## src/rtl/stdp_neuron_array.sv

```systemverilog
// Pair-based STDP neuron: N_IN plastic synapses feeding one leaky integrate-and-fire soma.
// Pre/post spike traces gate weight potentiation on fire and depression on pre spikes.
module stdp_neuron_array #(
  parameter int unsigned N_IN        = 4,
  parameter int unsigned W_BITS      = 8,
  parameter int unsigned V_BITS      = 10,
  parameter int unsigned THRESHOLD   = 230,
  parameter int unsigned TRACE_BITS  = 4,
  parameter int unsigned TRACE_MAX   = 15,
  parameter int unsigned A_POS_SHIFT = 1,
  parameter int unsigned A_NEG_SHIFT = 2,
  parameter int unsigned W_INIT      = 64,
  parameter int unsigned W_MIN       = 0,
  parameter int unsigned W_MAX       = 255
) (
  input  logic                                      clk,
  input  logic                                      rst_n,
  input  logic [N_IN-1:0]                           pre_spike,
  input  logic                                      learn_en,
  input  logic                                      cfg_we,
  input  logic [((N_IN > 1) ? $clog2(N_IN) : 1)-1:0] cfg_addr,
  input  logic [W_BITS-1:0]                         cfg_wdata,
  output logic                                      post_spike,
  output logic [V_BITS-1:0]                         membrane,
  output logic [N_IN*W_BITS-1:0]                    weights
);

  localparam int unsigned MAX_VW = (V_BITS > W_BITS) ? V_BITS : W_BITS;
  localparam int unsigned SUM_W  = MAX_VW + $clog2(N_IN + 1) + 1;
  localparam int unsigned DW     = W_BITS + 2;

  localparam logic [V_BITS-1:0]     THR   = V_BITS'(THRESHOLD);
  localparam logic [SUM_W-1:0]      V_SAT = SUM_W'({V_BITS{1'b1}});
  localparam logic [TRACE_BITS-1:0] T_MAX = TRACE_BITS'(TRACE_MAX);
  localparam logic [W_BITS-1:0]     W_RST = W_BITS'(W_INIT);
  localparam logic signed [DW-1:0]  W_LO  = DW'(W_MIN);
  localparam logic signed [DW-1:0]  W_HI  = DW'(W_MAX);

  logic [N_IN-1:0][W_BITS-1:0]     w_q, w_next_c;
  logic [N_IN-1:0][TRACE_BITS-1:0] pre_trace_q, pre_trace_next_c;
  logic [TRACE_BITS-1:0]           post_trace_q, post_trace_next_c;
  logic [V_BITS-1:0]               mem_next_c;
  logic [SUM_W-1:0]                cur_c, mem_sum_c;
  logic                            fire_c;

  // Single clamp point shared by learning and the load port.
  function automatic logic [W_BITS-1:0] clamp_w(input logic signed [DW-1:0] x);
    if (x < W_LO)      return W_BITS'(W_LO);
    else if (x > W_HI) return W_BITS'(W_HI);
    else               return W_BITS'(x);
  endfunction

  function automatic logic [TRACE_BITS-1:0] trace_next(input logic spike,
                                                      input logic [TRACE_BITS-1:0] t);
    if (spike)         return T_MAX;
    else if (t != '0)  return t - TRACE_BITS'(1);
    else               return '0;
  endfunction

  assign fire_c  = (membrane >= THR);
  assign weights = w_q;

  // Soma: leak by 7/8, add current from the start-of-cycle weights, saturate.
  always_comb begin
    cur_c = '0;
    for (int unsigned i = 0; i < N_IN; i++) begin
      if (pre_spike[i]) cur_c = cur_c + SUM_W'(w_q[i]);
    end
    mem_sum_c = SUM_W'(membrane >> 1) + SUM_W'(membrane >> 2) +
                SUM_W'(membrane >> 3) + cur_c;
    if (fire_c)                 mem_next_c = '0;
    else if (mem_sum_c > V_SAT) mem_next_c = {V_BITS{1'b1}};
    else                        mem_next_c = V_BITS'(mem_sum_c);
  end

  // Traces and weights; all STDP terms read the pre-update trace registers.
  always_comb begin
    logic signed [DW-1:0] d_pos;
    logic signed [DW-1:0] d_neg;
    w_next_c          = w_q;
    pre_trace_next_c  = pre_trace_q;
    post_trace_next_c = trace_next(fire_c, post_trace_q);
    d_pos             = '0;
    d_neg             = '0;
    for (int unsigned i = 0; i < N_IN; i++) begin
      pre_trace_next_c[i] = trace_next(pre_spike[i], pre_trace_q[i]);
      d_pos = fire_c       ? DW'(pre_trace_q[i] >> A_POS_SHIFT) : '0;
      d_neg = pre_spike[i] ? DW'(post_trace_q >> A_NEG_SHIFT)   : '0;
      if (learn_en) w_next_c[i] = clamp_w($signed(DW'(w_q[i])) + d_pos - d_neg);
      if (cfg_we && (32'(cfg_addr) == i)) w_next_c[i] = clamp_w($signed(DW'(cfg_wdata)));
    end
  end

  always_ff @(posedge clk) begin
    if (!rst_n) begin
      membrane     <= '0;
      post_spike   <= 1'b0;
      post_trace_q <= '0;
      pre_trace_q  <= '0;
      w_q          <= {N_IN{W_RST}};
    end else begin
      membrane     <= mem_next_c;
      post_spike   <= (mem_next_c >= THR);
      post_trace_q <= post_trace_next_c;
      pre_trace_q  <= pre_trace_next_c;
      w_q          <= w_next_c;
    end
  end

endmodule

```

## config.mk

```make
export PLATFORM = sky130hd
export DESIGN_NAME = stdp_neuron_array
export DESIGN_NICKNAME = d
export VERILOG_FILES = /design/src/rtl/stdp_neuron_array.sv
export SDC_FILE = /design/constraint.sdc
export NUM_CORES = 1
export LEC_CHECK = 0
export ABC_AREA = 0
export BUFFER_PORTS_ARGS = -buffer_cell sky130_fd_sc_hd__buf_2
export CORE_MARGIN = 3
export CORE_UTILIZATION = 60
export CTS_CLUSTER_SIZE = 25
export DETAILED_ROUTE_END_ITERATION = 10
export PLACE_DENSITY_LB_ADDON = 0.15
export SYNTH_ARGS = -nofsm -noshare
export SYNTH_HDL_FRONTEND = slang
export SYNTH_SLANG_ARGS = --single-unit
```

## constraint.sdc

```tcl
create_clock -name clk -period 10.25 [get_ports clk]
set_clock_uncertainty 0.1 [all_clocks]
set_input_delay 1.025 -clock clk [delete_from_list [all_inputs] [get_ports clk]]
set_output_delay 1.025 -clock clk [all_outputs]
set_load 0.03 [all_outputs]
```

### Word-level counts from Yosys, hierarchy flattened

Cells that the tools add are included.

* flip-flop bits (word level): 63
* logic and storage cells: 98
* input bits: 18

* magnitude comparators: 11
* add/sub/neg operators: 19
* eq/ne operators: 3
* reduce and logical (&&, ||, !) cells: 14
* multiplexer cells: 40

Operators with widths (number)
* two-way mux 8 bit: 17
* adder 14 x 8 -> 14 bit: 3
* two-way mux 14 bit: 3
* > comparator 10 x 9 -> 1 bit, second input constant: 4
* less-than comparator 10 x 1 -> 1 bit, second input constant: 4
* two-way mux 4 bit: 10
* subtractor 9 x 2 -> 10 bit: 4
* adder 8 x 3 -> 9 bit: 4
* >= comparator 10 x 8 -> 1 bit, second input constant: 2
* two-way mux 10 bit: 2
* nonzero test 4 bit: 5
* subtractor 4 x 1 -> 4 bit, second input constant: 5
* adder 11 x 14 -> 14 bit: 1
* > comparator 14 x 10 -> 1 bit, second input constant: 1
* two-way mux 3 bit: 4
* adder 10 x 7 -> 11 bit: 1
* adder 9 x 8 -> 10 bit: 1
* two-way mux 2 bit: 4
* nonzero test 2 bit: 4
* == test 2 bit, second input constant: 2
* logical AND 1 bit: 4
* == test 2 x 1 -> 1 bit, second input constant: 1
* zero test 2 bit: 1

### Logic depth before layout (Yosys ltp)

* word-level depth: 12
* gate-level depth with buffers: 33

### Least setup slack after synthesis

Ideal clock, no wire load.

* path type: input-to-reg
* start: in pre_spike[0]
* end: reg post_spike
* setup time: 0.074 ns
* buffers on the path: 1
* data required time: 10.076 ns
* data arrival time: 7.333 ns
* cell stages on the path: 32
* path slack: 2.743 ns
* cell sequence: buf_6 inv_1 nor2_1 ha_1 a21o_1 a21o_1 maj3_1 and3b_1 o21ai_0 nand2b_1 ha_1 a21o_1 a31oi_1 xnor2_1 nor2_1 nor2_1 ha_1 nor4_1 o21ai_0 and3_1 nor3_1 a31oi_1 o41a_1 fa_1 inv_1 ha_1 ha_1 inv_1 or3_1 o211a_1 or4_1 a31oi_1

* cells in the longest elaborated chain, start to end: 12

RTL lines
* from (decl): line 18 `input logic [N_IN-1:0] pre_spike,`
* two-way mux 8 bit (*): line 67 `if (pre_spike[i]) cur_c = cur_c + SUM_W'(w_q[i]);`
* adder 14 x 8 -> 14 bit: line 67
* two-way mux 14 bit (*): line 67
* adder 14 x 8 -> 14 bit: line 67
* two-way mux 14 bit (*): line 67
* adder 14 x 8 -> 14 bit: line 67
* two-way mux 14 bit (*): line 67
* adder 11 x 14 -> 14 bit (*): line 70 `SUM_W'(membrane >> 3) + cur_c;`
* > comparator 14 x 10 -> 1 bit: line 72 `else if (mem_sum_c > V_SAT) mem_next_c = {V_BITS{1'b1}};`
* two-way mux 10 bit (*): line 72
* two-way mux 10 bit (*): line 71 `if (fire_c) mem_next_c = '0;`
* >= comparator 10 x 8 -> 1 bit (*): line 103 `post_spike <= (mem_next_c >= THR);`
* to (signal assigned): line 103
* to (decl): line 23 `output logic post_spike,`

Mark *: on every way between the ends. The rest lies on a longest branch, timed or not.
A chain may end at the register's enable or synchronous reset.

### Final worst setup path

Same ends and word-level chain as after synthesis.

==> summary.md <==
| Metric | Value |
|---|---|
| FFs w/ async S/R, synth | `0%` |
| CTS sink cnt | `63` |
| Top-area cell type share of the netlist area | `18.2%` |
| EDFF count, synth | `0` |
| Number of global-route vias before repair | `6,476` |
| Starting Density | `62.6%` |
| Max-cap violations | `0` |
| Boundary pin count | `61` |
| Cts repair resizes | `0` |
| GRT Overall Usage | `31.0%` |
| Max-slew violations | `0` |
| Final HPWL DP | `15,200 um` |
| Pre-antenna DRT Iters | `5` |
| Pin count of the biggest net entering global routing | `45` |
| Slew margin rel. | `30.7%` |
| CP arrival | `8.31 ns` |
| Bufs on Longest Clock Path | `2` |
| Area share of and/or/nand/nor cells after synthesis | `15.4%` |
| Most used DFF post-synth | `dfxtp_1` |
| Type of element capturing the critical path | `flop` |
| Largest family of logic cells by synthesized area | `compound AO/OA/AOI/OAI gates` |
| Top cells by count, synth | `inv_1 (101), ha_1 (94), a21oi_1 (76)` |
| Avg Inst Size Synth | `7.93 um2` |
| Sequential fraction of the synthesis area | `18.2%` |
| Critical-path maximum fanout | `10` |
| Clk pin slew, worst setup/hold paths | `0.06 ns` |
| Core area | `11,100 um2` |
| Setup slack, reg-to-reg | `2.66 ns` |
| Reg2reg start | `weights[1]$_SDFFE_PN0P_` |
| Fmax | `123 MHz` |
| R2R Path End | `post_spike$_SDFF_PN0_` |
| ANT nets after route | `0` |
| Flops & latches, synth | `63` |
| Crit share post-route | `79.5%` |
| R2R cell count | `31` |
| Initial antenna violation count | `0` |
| Vias per inst | `6.26` |
| Worst hold path type | `reg2reg` |
| Compound-Gate Fraction of Synth Area | `27.6%` |
| Fillers | `939` |
| Total CTS buffers | `9` |
| Highest-delay cell along the critical path | `or4_1` |
| CTS tree | `yes` |
| Final hold viol count | `0` |
| Synth area leader | `dfxtp_1` |
| Inserted Diodes | `0` |
| CP Launch Type | `input pin` |
| Final setup vio count | `0` |
| Placed Area | `7320 um2` |
| # nets final | `1,060` |
| Pre-CTS setup slack | `1.88 ns` |
| Crit path kind | `in2reg` |
| Area grow syn2layout | `9.91%` |
| Share of cells above drive strength 1 | `10.9%` |
| Synth Net Count | `1,012` |
| Syn Std Cell Area | `6930 um2` |
| Critical path endpoint | `post_spike$_SDFF_PN0_` |
| Drt drc | `0` |
| Setup WS post-layout | `2.10 ns` |
| Area of the multi-input gates | `5180 um2` |
| First-pass GRT wire length | `32,200 um` |
| Global route overflow | `0` |
| Most used cell along the critical path | `ha_1` |
| PortBufs | `60` |
| Layout Utilization | `68.8%` |
| GP Congestion | `0.964` |
| Most frequent cell after synthesis | `inv_1` |
| Setup tns final | `0 ns` |
| Setup repair bufs after CTS | `0` |
| Worst-Margin Slew | `1.03 ns` |
| Yosys warnings | `0` |
| Slowest stage delay, CP | `0.54 ns` |
| Critical path launch point | `pre_spike[0]` |
| Hold buffer count at CTS | `0` |
| Routed length per placed instance | `18.4 um` |
| HP Start | `pre_trace_q[3]$_SDFF_PN0_` |
| Worst-Skew Late Latency | `0.34 ns` |
| Die height | `114 um` |
| Post-route cell area | `7620 um2` |
| Via count | `6,669` |
| Outcome | `completed` |
| H-tree levels | `3` |
| Total Routed Length | `19,600 um` |
| Placement row count | `38` |
| Distinct cells, synth | `66` |
| RSZ-0062 raised after global routing | `no` |
| Initial DRC Count | `506` |
| Root Driver | `clkbuf_16` |
| Hold Path Depth | `2` |
| Worst path required time | `10.41 ns` |
| Die area | `12,900 um2` |
| Adder and majority gate portion of the synthesized area | `24.8%` |
| Register Area | `1260 um2` |
| Die X | `114 um` |
| XOR/XNOR Fraction of Synth Area | `5.43%` |
| Mux share of post-synthesis cell area | `1.59%` |
| Tmin final | `8.15 ns` |
| Synth area leaders | `dfxtp_1 (18%), ha_1 (17%), fa_1 (7.5%)` |
| Gate Count Post-Synth | `874` |
-- critical path, delay by kind of cell --
family / cells / cell delay [ns]
buffers and inverters: 4 / 0.45
AO/OA/AOI/OAI: 10 / 2.04
adder cells (fa/ha/maj): 7 / 2.41
XOR/XNOR: 1 / 0.10
AND/OR/NAND/NOR: 10 / 2.26
-- through the flow --
| stage | hold slack [ns] | cells |
|---|---|---|
| after floorplan | 0.383 | 874 |
| after global routing | 0.463 | 1066 |
| final | 0.438 | 1066 |
| after global placement | 0.400 | 1051 |
| after CTS | 0.433 | 1066 |
| after detailed placement | 0.421 | 1051 |
-- worst min-delay path by stage --
stage / end
2_1_floorplan: pre_trace_q[11]$_SDFF_PN0_
4_1_cts: pre_trace_q[11]$_SDFF_PN0_
3_5_place_dp: pre_trace_q[15]$_SDFF_PN0_
6_report: pre_trace_q[3]$_SDFF_PN0_
5_1_grt: pre_trace_q[11]$_SDFF_PN0_
3_3_place_gp: pre_trace_q[15]$_SDFF_PN0_
-- cell usage in the layout, fill, tap and decap left out, drive strengths merged, types with 18 or more instances in the layout --
master  synthesis  layout
nand2          63      63
o31ai          19      19
xor2           20      20
inv           101     101
a21oi          76      76
o21ai          64      64
nor2           59      59
xnor2          23      23
ha             94      94
buf             3      62
nor3           19      19
dfxtp          63      63
a21o           25      25
a31oi          18      18
fa             26      26
-- registers in the layout (all words and copies together), names as in the netlist --
name	cells
post_spike	1
weights	32
post_trace_q	4
membrane	10
pre_trace_q	16
-- final cells by class --
| type | instances | area share (%) |
|---|---|---|
| timing repair buffer | 62 | 4.14 |
| clock inverter | 4 | 0.591 |
| multi-input combinational | 683 | 68.0 |
| tap | 140 | 2.30 |
| clock buffer | 11 | 3.32 |
| inverter | 103 | 5.07 |
| sequential | 63 | 16.5 |
-- routing by layer --
metal	up-vias	track usage [%]	wire length (um)
li1	3230	-	-
met1	3137	41.4	8720
met2	267	51.6	9270
met3	35	4.51	1220
met4	0	10.3	399
met5	-	0	0
-- cell families (layout without fill, tap and decap cells) --
group	after synthesis	count (layout)
XOR/XNOR	43	43
multiplexers	10	10
adder cells (fa/ha/maj)	122	122
flip-flops	63	63
AND/OR/NAND/NOR	219	219
AO/OA/AOI/OAI	289	289
buffers and inverters	128	180
Power is left out: the tool's default activity adds up to more than one toggle a clock period on the data nets, which glitch-free logic cannot reach.
